<file path="src/rtl/leb128_fetch_if.sv">
// Byte-wide ROM read bus between the LEB128 fetcher (master) and the ROM (slave).
interface leb128_fetch_if;
    logic [31:0] rom_addr;
    logic        rom_read_en;
    logic [7:0]  rom_data;
    logic        rom_ready;

    modport master (output rom_addr, rom_read_en, input rom_data, rom_ready);
    modport slave  (input rom_addr, rom_read_en, output rom_data, rom_ready);
endinterface

</file>
<file path="src/rtl/leb128_fetch.sv">
// Fetches one unsigned LEB128 (u32) field from the byte-wide ROM bus and returns
// the decoded value, encoded length and the address of the following byte.
module leb128_fetch #(
    parameter int TIMEOUT   = 16,
    parameter int MAX_BYTES = 5
) (
    input  logic           clk,
    input  logic           rst,
    input  logic           start,
    input  logic [31:0]    start_addr,
    leb128_fetch_if.master bus,
    output logic [31:0]    value,
    output logic [2:0]     length,
    output logic [31:0]    next_addr,
    output logic           done,
    output logic           busy,
    output logic [1:0]     err
);
    localparam int            TW      = (TIMEOUT > 2) ? $clog2(TIMEOUT) : 1;
    localparam logic [TW-1:0] TMAX    = TW'(TIMEOUT - 1);
    localparam logic [2:0]    LAST    = 3'(MAX_BYTES - 1);
    localparam logic [1:0]    ERR_OK  = 2'd0;
    localparam logic [1:0]    ERR_OVF = 2'd1;
    localparam logic [1:0]    ERR_TMO = 2'd2;

    typedef enum logic {IDLE, WAIT} state_t;

    state_t        state, state_d;
    logic [TW-1:0] timer, timer_d;
    logic [31:0]   addr, addr_d;
    logic          read_en, read_en_d;
    logic [31:0]   value_d, next_addr_d;
    logic [2:0]    length_d;
    logic [1:0]    err_d;
    logic          done_d, busy_d, finish;
    logic [7:0]    b;

    assign bus.rom_addr    = addr;
    assign bus.rom_read_en = read_en;
    assign b               = bus.rom_data;

    always_ff @(posedge clk) begin
        if (rst) begin
            state     <= IDLE;
            timer     <= '0;
            addr      <= '0;
            read_en   <= 1'b0;
            value     <= '0;
            length    <= '0;
            next_addr <= '0;
            done      <= 1'b0;
            busy      <= 1'b0;
            err       <= ERR_OK;
        end else begin
            state     <= state_d;
            timer     <= timer_d;
            addr      <= addr_d;
            read_en   <= read_en_d;
            value     <= value_d;
            length    <= length_d;
            next_addr <= next_addr_d;
            done      <= done_d;
            busy      <= busy_d;
            err       <= err_d;
        end
    end

    always_comb begin
        state_d     = state;
        timer_d     = timer;
        addr_d      = addr;
        read_en_d   = read_en;
        value_d     = value;
        length_d    = length;
        next_addr_d = next_addr;
        busy_d      = busy;
        err_d       = err;
        done_d      = 1'b0;
        finish      = 1'b0;
        case (state)
            IDLE: begin
                if (start) begin
                    addr_d    = start_addr;
                    read_en_d = 1'b1;
                    value_d   = '0;
                    length_d  = '0;
                    err_d     = ERR_OK;
                    timer_d   = '0;
                    busy_d    = 1'b1;
                    state_d   = WAIT;
                end
            end
            WAIT: begin
                if (bus.rom_ready) begin
                    case (length)
                        3'd0:    value_d[6:0]   = b[6:0];
                        3'd1:    value_d[13:7]  = b[6:0];
                        3'd2:    value_d[20:14] = b[6:0];
                        3'd3:    value_d[27:21] = b[6:0];
                        default: value_d[31:28] = b[3:0];
                    endcase
                    length_d    = length + 3'd1;
                    next_addr_d = addr + 32'd1;
                    timer_d     = '0;
                    // b[7] set on the last byte also lands here: continuation past u32
                    if (length == LAST && b[7:4] != 4'd0) begin
                        err_d  = ERR_OVF;
                        finish = 1'b1;
                    end else if (!b[7]) begin
                        err_d  = ERR_OK;
                        finish = 1'b1;
                    end else begin
                        addr_d = addr + 32'd1;
                    end
                end else if (timer == TMAX) begin
                    err_d       = ERR_TMO;
                    next_addr_d = addr;
                    finish      = 1'b1;
                end else begin
                    timer_d = timer + 1'b1;
                end
            end
            default: state_d = IDLE;
        endcase
        if (finish) begin
            done_d    = 1'b1;
            busy_d    = 1'b0;
            read_en_d = 1'b0;
            state_d   = IDLE;
        end
    end
endmodule

</file>
<file path="src/flat_wrapper.sv">
// flat-port wrapper written by rule: the top's interface ports become plain ports
module leb128_fetch_flat 
#(
    parameter int TIMEOUT   = 16,
    parameter int MAX_BYTES = 5
)
  (clk, rst, start, start_addr, value, length, next_addr, done, busy, err, bus_rom_addr, bus_rom_read_en, bus_rom_data, bus_rom_ready);
  leb128_fetch_if bus_i ();
  input  logic clk;
  input  logic rst;
  input  logic start;
  input  logic [31:0] start_addr;
  output logic [31:0] value;
  output logic [2:0] length;
  output logic [31:0] next_addr;
  output logic done;
  output logic busy;
  output logic [1:0] err;
  output wire logic [$bits(bus_i.rom_addr)-1:0] bus_rom_addr;
  output wire logic [$bits(bus_i.rom_read_en)-1:0] bus_rom_read_en;
  input wire logic [$bits(bus_i.rom_data)-1:0] bus_rom_data;
  input wire logic [$bits(bus_i.rom_ready)-1:0] bus_rom_ready;
  assign bus_rom_addr = bus_i.rom_addr;
  assign bus_rom_read_en = bus_i.rom_read_en;
  assign bus_i.rom_data = bus_rom_data;
  assign bus_i.rom_ready = bus_rom_ready;
  leb128_fetch #(.TIMEOUT(TIMEOUT), .MAX_BYTES(MAX_BYTES)) u_core (.clk(clk), .rst(rst), .start(start), .start_addr(start_addr), .bus(bus_i), .value(value), .length(length), .next_addr(next_addr), .done(done), .busy(busy), .err(err));
endmodule
</file>
<file path="config.mk">
export PLATFORM = sky130hd
export DESIGN_NAME = leb128_fetch_flat
export DESIGN_NICKNAME = d
export VERILOG_FILES = /design/src/rtl/leb128_fetch_if.sv /design/src/rtl/leb128_fetch.sv /design/src/flat_wrapper.sv
export SDC_FILE = /design/constraint.sdc
export NUM_CORES = 1
export LEC_CHECK = 0
export CAP_MARGIN = 20
export CORE_MARGIN = 2
export CORE_UTILIZATION = 33
export DETAILED_ROUTE_END_ITERATION = 10
export DONT_BUFFER_PORTS = 1
export GPL_TIMING_DRIVEN = 0
export HOLD_SLACK_MARGIN = 0.08
export SYNTH_ARGS = -nofsm -noshare
export SYNTH_HDL_FRONTEND = slang
export SYNTH_SLANG_ARGS = --single-unit
</file>
<file path="constraint.sdc">
create_clock -name clk -period 2.9 [get_ports clk]
set_input_delay 0.58 -clock clk [delete_from_list [all_inputs] [get_ports clk]]
set_output_delay 0.58 -clock clk [all_outputs]
set_load 0.1 [all_outputs]
</file>
======== After elaboration in Yosys (flattened, before gate mapping) ========
Cells that the tools add are included.
operators by class
  add/subtract/negate cells ............... 3
  eq/ne operators ......................... 17
  muxes and demuxes ....................... 36
  bitwise logic cells ..................... 1
  reduce and logical (&&, ||, !) cells .... 17
operators with widths
  cell                   number
  $mux 32                8
  $pmux 32 s2            2
  $add 32x1->32 const B  1
  $mux 7                 4
  $ne 2x2->1 const B     9
  $reduce_and 3->1       6
  $mux 4                 4
  $mux 2                 5
  $mux 1                 8
  $pmux 4 s2             1
  $reduce_and 2->1       4
  $eq 3x2->1 const B     2
  $mux 3                 2
  $ne 3x3->1 const B     2
  $pmux 3 s2             1
  $add 4x1->4 const B    1
  $eq 4x4->1 const B     1
  $ne 4x4->1 const B     1
  $pmux 2 s2             1
  $reduce_and 4->1       1
  $reduce_bool 4->1      1
  $reduce_or 4->1        1
  $add 3x1->3 const B    1
  $eq 3x1->1 const B     1
  6 further kinds        6
word-level totals
  flip-flop bits (word level) ............. 108
  bits of input ports ..................... 44
  output and inout port bits .............. 104
  logic and storage cells ................. 87

======== Longest topological paths before layout ========
  word-level depth ........................ 6
  gate-level depth with buffers ........... 8
  mapped depth without buffers ............ 7

======== Worst setup path after synthesis ========
OpenSTA, ideal clock, no wires.
  kind .................................... register to register
  start ................................... reg u_core.length[0]
  end ..................................... reg u_core.addr[29], in the netlist u_core.bus.rom_addr[29]
  library setup time ...................... 86 ps
  arrival time ............................ 2,736 ps
  required time ........................... 2,814 ps
  path slack .............................. 78 ps
  cell stages (with the launch flop) ...... 7
  buffers on the path ..................... 0
  clock period less this slack ............ 2,822 ps
  path through ............................ dfxtp_1 -> inv_1 -> ha_1 -> a21boi_0 -> nand2_1 -> or4_1 -> a221oi_2
between the ends
  longest elaborated chain between the ends .. 4
ends and longest elaborated chain
  item                               line                 RTL
  start, declared                    leb128_fetch.sv:13   output logic [2:0] length,
  start signal, assigned             leb128_fetch.sv:60   length <= length_d;
  $eq 3x3->1                         leb128_fetch.sv:106  if (length == LAST && b[7:4] != 4'd0) begin
  $logic_and 1x1->1                  leb128_fetch.sv:106
  $ne 2x2->1 (no source line)        n/a
  $reduce_and 4->1 (no source line)  n/a
  end signal, assigned               leb128_fetch.sv:57   addr <= addr_d;
  end, declared                      leb128_fetch.sv:30   logic [31:0] addr, addr_d;
No other way between the ends.
A chain may end at the register's enable or synchronous reset.

======== Final worst setup path ========
  start ................................... reg u_core.addr[3], in the netlist u_core.bus.rom_addr[3]
  end ..................................... reg u_core.next_addr[15]
between the ends
  longest elaborated chain between the ends .. 2
ends and longest elaborated chain
  item                  line                 RTL
  $add 32x1->32         leb128_fetch.sv:103  next_addr_d = addr + 32'd1;
  $mux 32               leb128_fetch.sv:94   if (bus.rom_ready) begin
  end signal, assigned  leb128_fetch.sv:61   next_addr <= next_addr_d;
  end, declared         leb128_fetch.sv:14   output logic [31:0] next_addr,
No other way between the ends.

==> flow_summary_export.csv <==
group,metric,value,unit
yosys,synth_nets,782,
global_routing,grt_util_all_layers,24.4,%
detailed_routing,wire_per_inst,22.7,um
clock_tree,clock_latency,0.38,ns
detailed_routing,remaining_drc_errors,0,
yosys,synth_simple_gate_area_share,26.9,%
worst_setup_path,worstSetupPathType,"reg2reg",
yosys,synth_area,5620,um^2
yosys,synth_largest_area_cell,"dfxtp_1",
detailed_routing,avgViaCountPerCell,5.99,
yosys,synth-async-reset-ratio,0,%
clock_tree,cts-root-buf,"clkbuf_16",
sta,max_slew_margin,22.6,%
floorplanning,num_rows,47,
yosys,postSynthAreaPerCell,7.68,um^2
yosys,synth-seq-cells,108,
clock_tree,htreeDepth,3,
yosys,ys.flop_type,"dfxtp_1",
place,gp_congestion,0.935,
sta,hold_violations,0,
yosys,synth_edf_count,0,
power_and_ir_drop,p_per_area,592,nW/um^2
yosys,synth_xor_area_share,1.40,%
floorplanning,die_y,134,um
yosys,yosys.area_share.adder,1.56,%
floorplanning,initial_utilization,33.9,%
run,max_cap_viol_count,0,
sta,fin_crit,2.74,ns
clock_tree,cts_tree,"built",
sta,setup-tns-final,0,ns
yosys,synthTopCellsByArea,"dfxtp_1, a21oi_1, nand2_1",
sta,tightest_slew,1.16,ns
clock_tree,numClockSinks,108,
run_status,status,"completed",
yosys,seq_area_frac_synth,38.5,%
detailed_routing,antenna_left,0,
power_and_ir_drop,leakagePower,2.14,nW
worst_hold_path,hp-class,"in2reg",
sta,clock.fmax,0.365,GHz
cells_and_area,nets,806,
sta,slew_violations,0,
worst_setup_path,end_kind,"flip-flop",
place,dp_hpwl,15.9,mm
clock_tree,postCtsHoldBufs,0,
place,port_buffers,0,
clock_tree,clkSlewWorstSetupHoldPaths,0.08,ns
sta,rsz0062_at_grt,"false",
yosys,synth_top_area_share,38.5,%
detailed_routing,vias,5866,
clock_tree,numCtsBuffers,9,
global_routing,grt_pass1_wl,33.3,mm
worst_setup_path,start_kind,"flip-flop",
sta,skew,0.00926,ns
floorplanning,die_w,134,um
clock_tree,clockBufferDepth,2,
yosys,synth_top_family_by_area,"simple AND/OR/NAND/NOR gates",
worst_setup_path,arrival,3.01,ns
global_routing,antenna_found_initial,1,
floorplanning,die_area,18100,um^2
detailed_routing,wl,22.3,mm
worst_setup_path,required,3.17,ns
sta,setup_viol,0,
clock_tree,cts_setup_buffers,0,
detailed_routing,drtPass1Iterations,5,
detailed_routing,drt_iter0_markers,597,
global_routing,grt_max_degree,21,
yosys,synth_mux_area_share,1.47,%
yosys,synth_warnings,0,
yosys,ys_types,58,
sta,post-route-period-util,94.5,%
floorplanning,io_pins,148,
cells_and_area,area_growth,15.2,%
yosys,synthesis.instances,731,
cells_and_area,diodes,0,
global_routing,grt_overflow,0,
worst_setup_path,cp_max_fo,8,
global_routing,grt_pass1_vias,5400,
place,dpl_worst_slack,-0.582,ns
sta,setup_ws,0.160,ns
yosys,synth_compound_area_share,24.7,%
power_and_ir_drop,ir_worst_vdd,0.312,mV
cells_and_area,drive_gt1_share,8.55,%
floorplanning,core_area,16600,um^2
[cell families (layout without fill, tap and decap cells)]
kind of cell,count (synthesis),after routing
adder cells (fa/ha/maj),7,7
AND/OR/NAND/NOR,301,301
flip-flops,108,108
buffers and inverters,79,108
multiplexers,8,8
AO/OA/AOI/OAI,219,219
XOR/XNOR,9,9
[flip-flops by register name, indices dropped and copies added, names as in the netlist]
name / flops
u_core.done: 1
u_core.err: 2
u_core.length: 3
u_core.state: 1
u_core.next_addr: 32
u_core.value: 32
u_core.bus.rom_addr: 32
u_core.busy: 1
u_core.timer: 4
[what timing repair did]
| action | CTS | global route |
|---|---|---|
| endpoints found under the setup margin | 53 | 28 |
| resized for setup | 19 | 11 |
| gates cloned | 0 | 0 |
[critical path, cell delays in order (launching register included)]
cell and delay, ns:
dfxtp_2 0.76, and4_1 0.27, clkbuf_1 0.38, nand3_1 0.22
or4_1 0.61, o221a_2 0.28, o21a_1 0.11
[stage by stage]
stage / hold slack [ns] / utilization (%) / area (um^2) / std cells / power [W]
6_report: 0.331 / 39.0 / 6470 / 980 / 0.00383
5_1_grt: 0.335 / 39.0 / 6470 / 980 / 0.00395
4_1_cts: 0.328 / 38.2 / 6340 / 975 / 0.00381
3_5_place_dp: 0.493 / 36.3 / 6020 / 959 / 0.00256
3_3_place_gp: 0.486 / 35.5 / 5890 / 951 / 0.00253
2_1_floorplan: 0.467 / - / 5620 / 731 / 0.00238
[power breakdown]
part | total (W) | switching [W] | internal [W]
Clock | 0.00126 | 0.000657 | 0.000607
Combinational | 0.000540 | 0.000363 | 0.000177
Sequential | 0.00203 | 0.000481 | 0.00155
Total | 0.00383 | 0.00150 | 0.00233
[routing by layer]
| layer | vias up | track usage (%) | share of wire [%] | wire, um |
|---|---|---|---|---|
| met5 | - | 0 | 0.058 | 13 |
| met1 | 2772 | 30.2 | 40 | 8900 |
| li1 | 2744 | - | - | - |
| met2 | 296 | 37.1 | 45 | 9940 |
| met3 | 52 | 10.1 | 12 | 2630 |
| met4 | 2 | 10.7 | 3.5 | 781 |
[placed cells by master (no fill, tap or decap), types with 6 or more instances in the layout]
cell type / instances
and3_1: 15
a31oi_1: 20
nor2_1: 46
nand3_1: 66
clkbuf_1: 44
o221ai_1: 7
and2_1: 7
nand2_1: 88
nor3_1: 16
nor2b_1: 9
dfxtp_4: 6
mux2i_1: 6
clkbuf_16: 9
or4_1: 8
inv_1: 17
ha_1: 7
o32ai_1: 10
buf_16: 7
a21oi_1: 89
buf_1: 11
buf_2: 6
nand4_1: 16
dfxtp_1: 87
a21o_1: 10
and4_1: 7
dfxtp_2: 15
a211oi_1: 11
or3_1: 9
o21ai_0: 27
[layout make-up]
cell class              count  area (um^2)
fillers                  1795        10100
multi-input cells         544         3150
flip-flops and latches    108         2200
well taps                 220          275
repair buffers             14          249
plain buffers              60          238
clock buffers               9          225
inverters                  18         67.6
clock inverters             7         66.3
[Yosys cell counts, types with 8 or more instances]
master    instances
inv_1            17
or4_1             8
buf_1             8
o32ai_1          10
nand2_1          88
and3_1           15
nand3_1          66
o21ai_0          27
clkbuf_1         46
nor2b_1           9
nand4_1          16
nor2_1           46
a211oi_1         11
dfxtp_1         108
nor3_1           16
a31oi_1          20
a21o_1           10
a21oi_1          89
or3_1             9
[worst paths after layout]
path	from	to	slack (ns)	depth (start not counted)
worst max-delay path	u_core.bus.rom_addr[3]	u_core.next_addr[15]	0.16	6
worst min-delay path	bus_rom_data[2]	u_core.value[30]	0.33	2
worst max register to register	u_core.bus.rom_addr[3]	u_core.next_addr[15]	0.16	6
worst min register to register	u_core.timer[1]	u_core.timer[1]	0.51	2
Power figures use the tool's default switching activity.
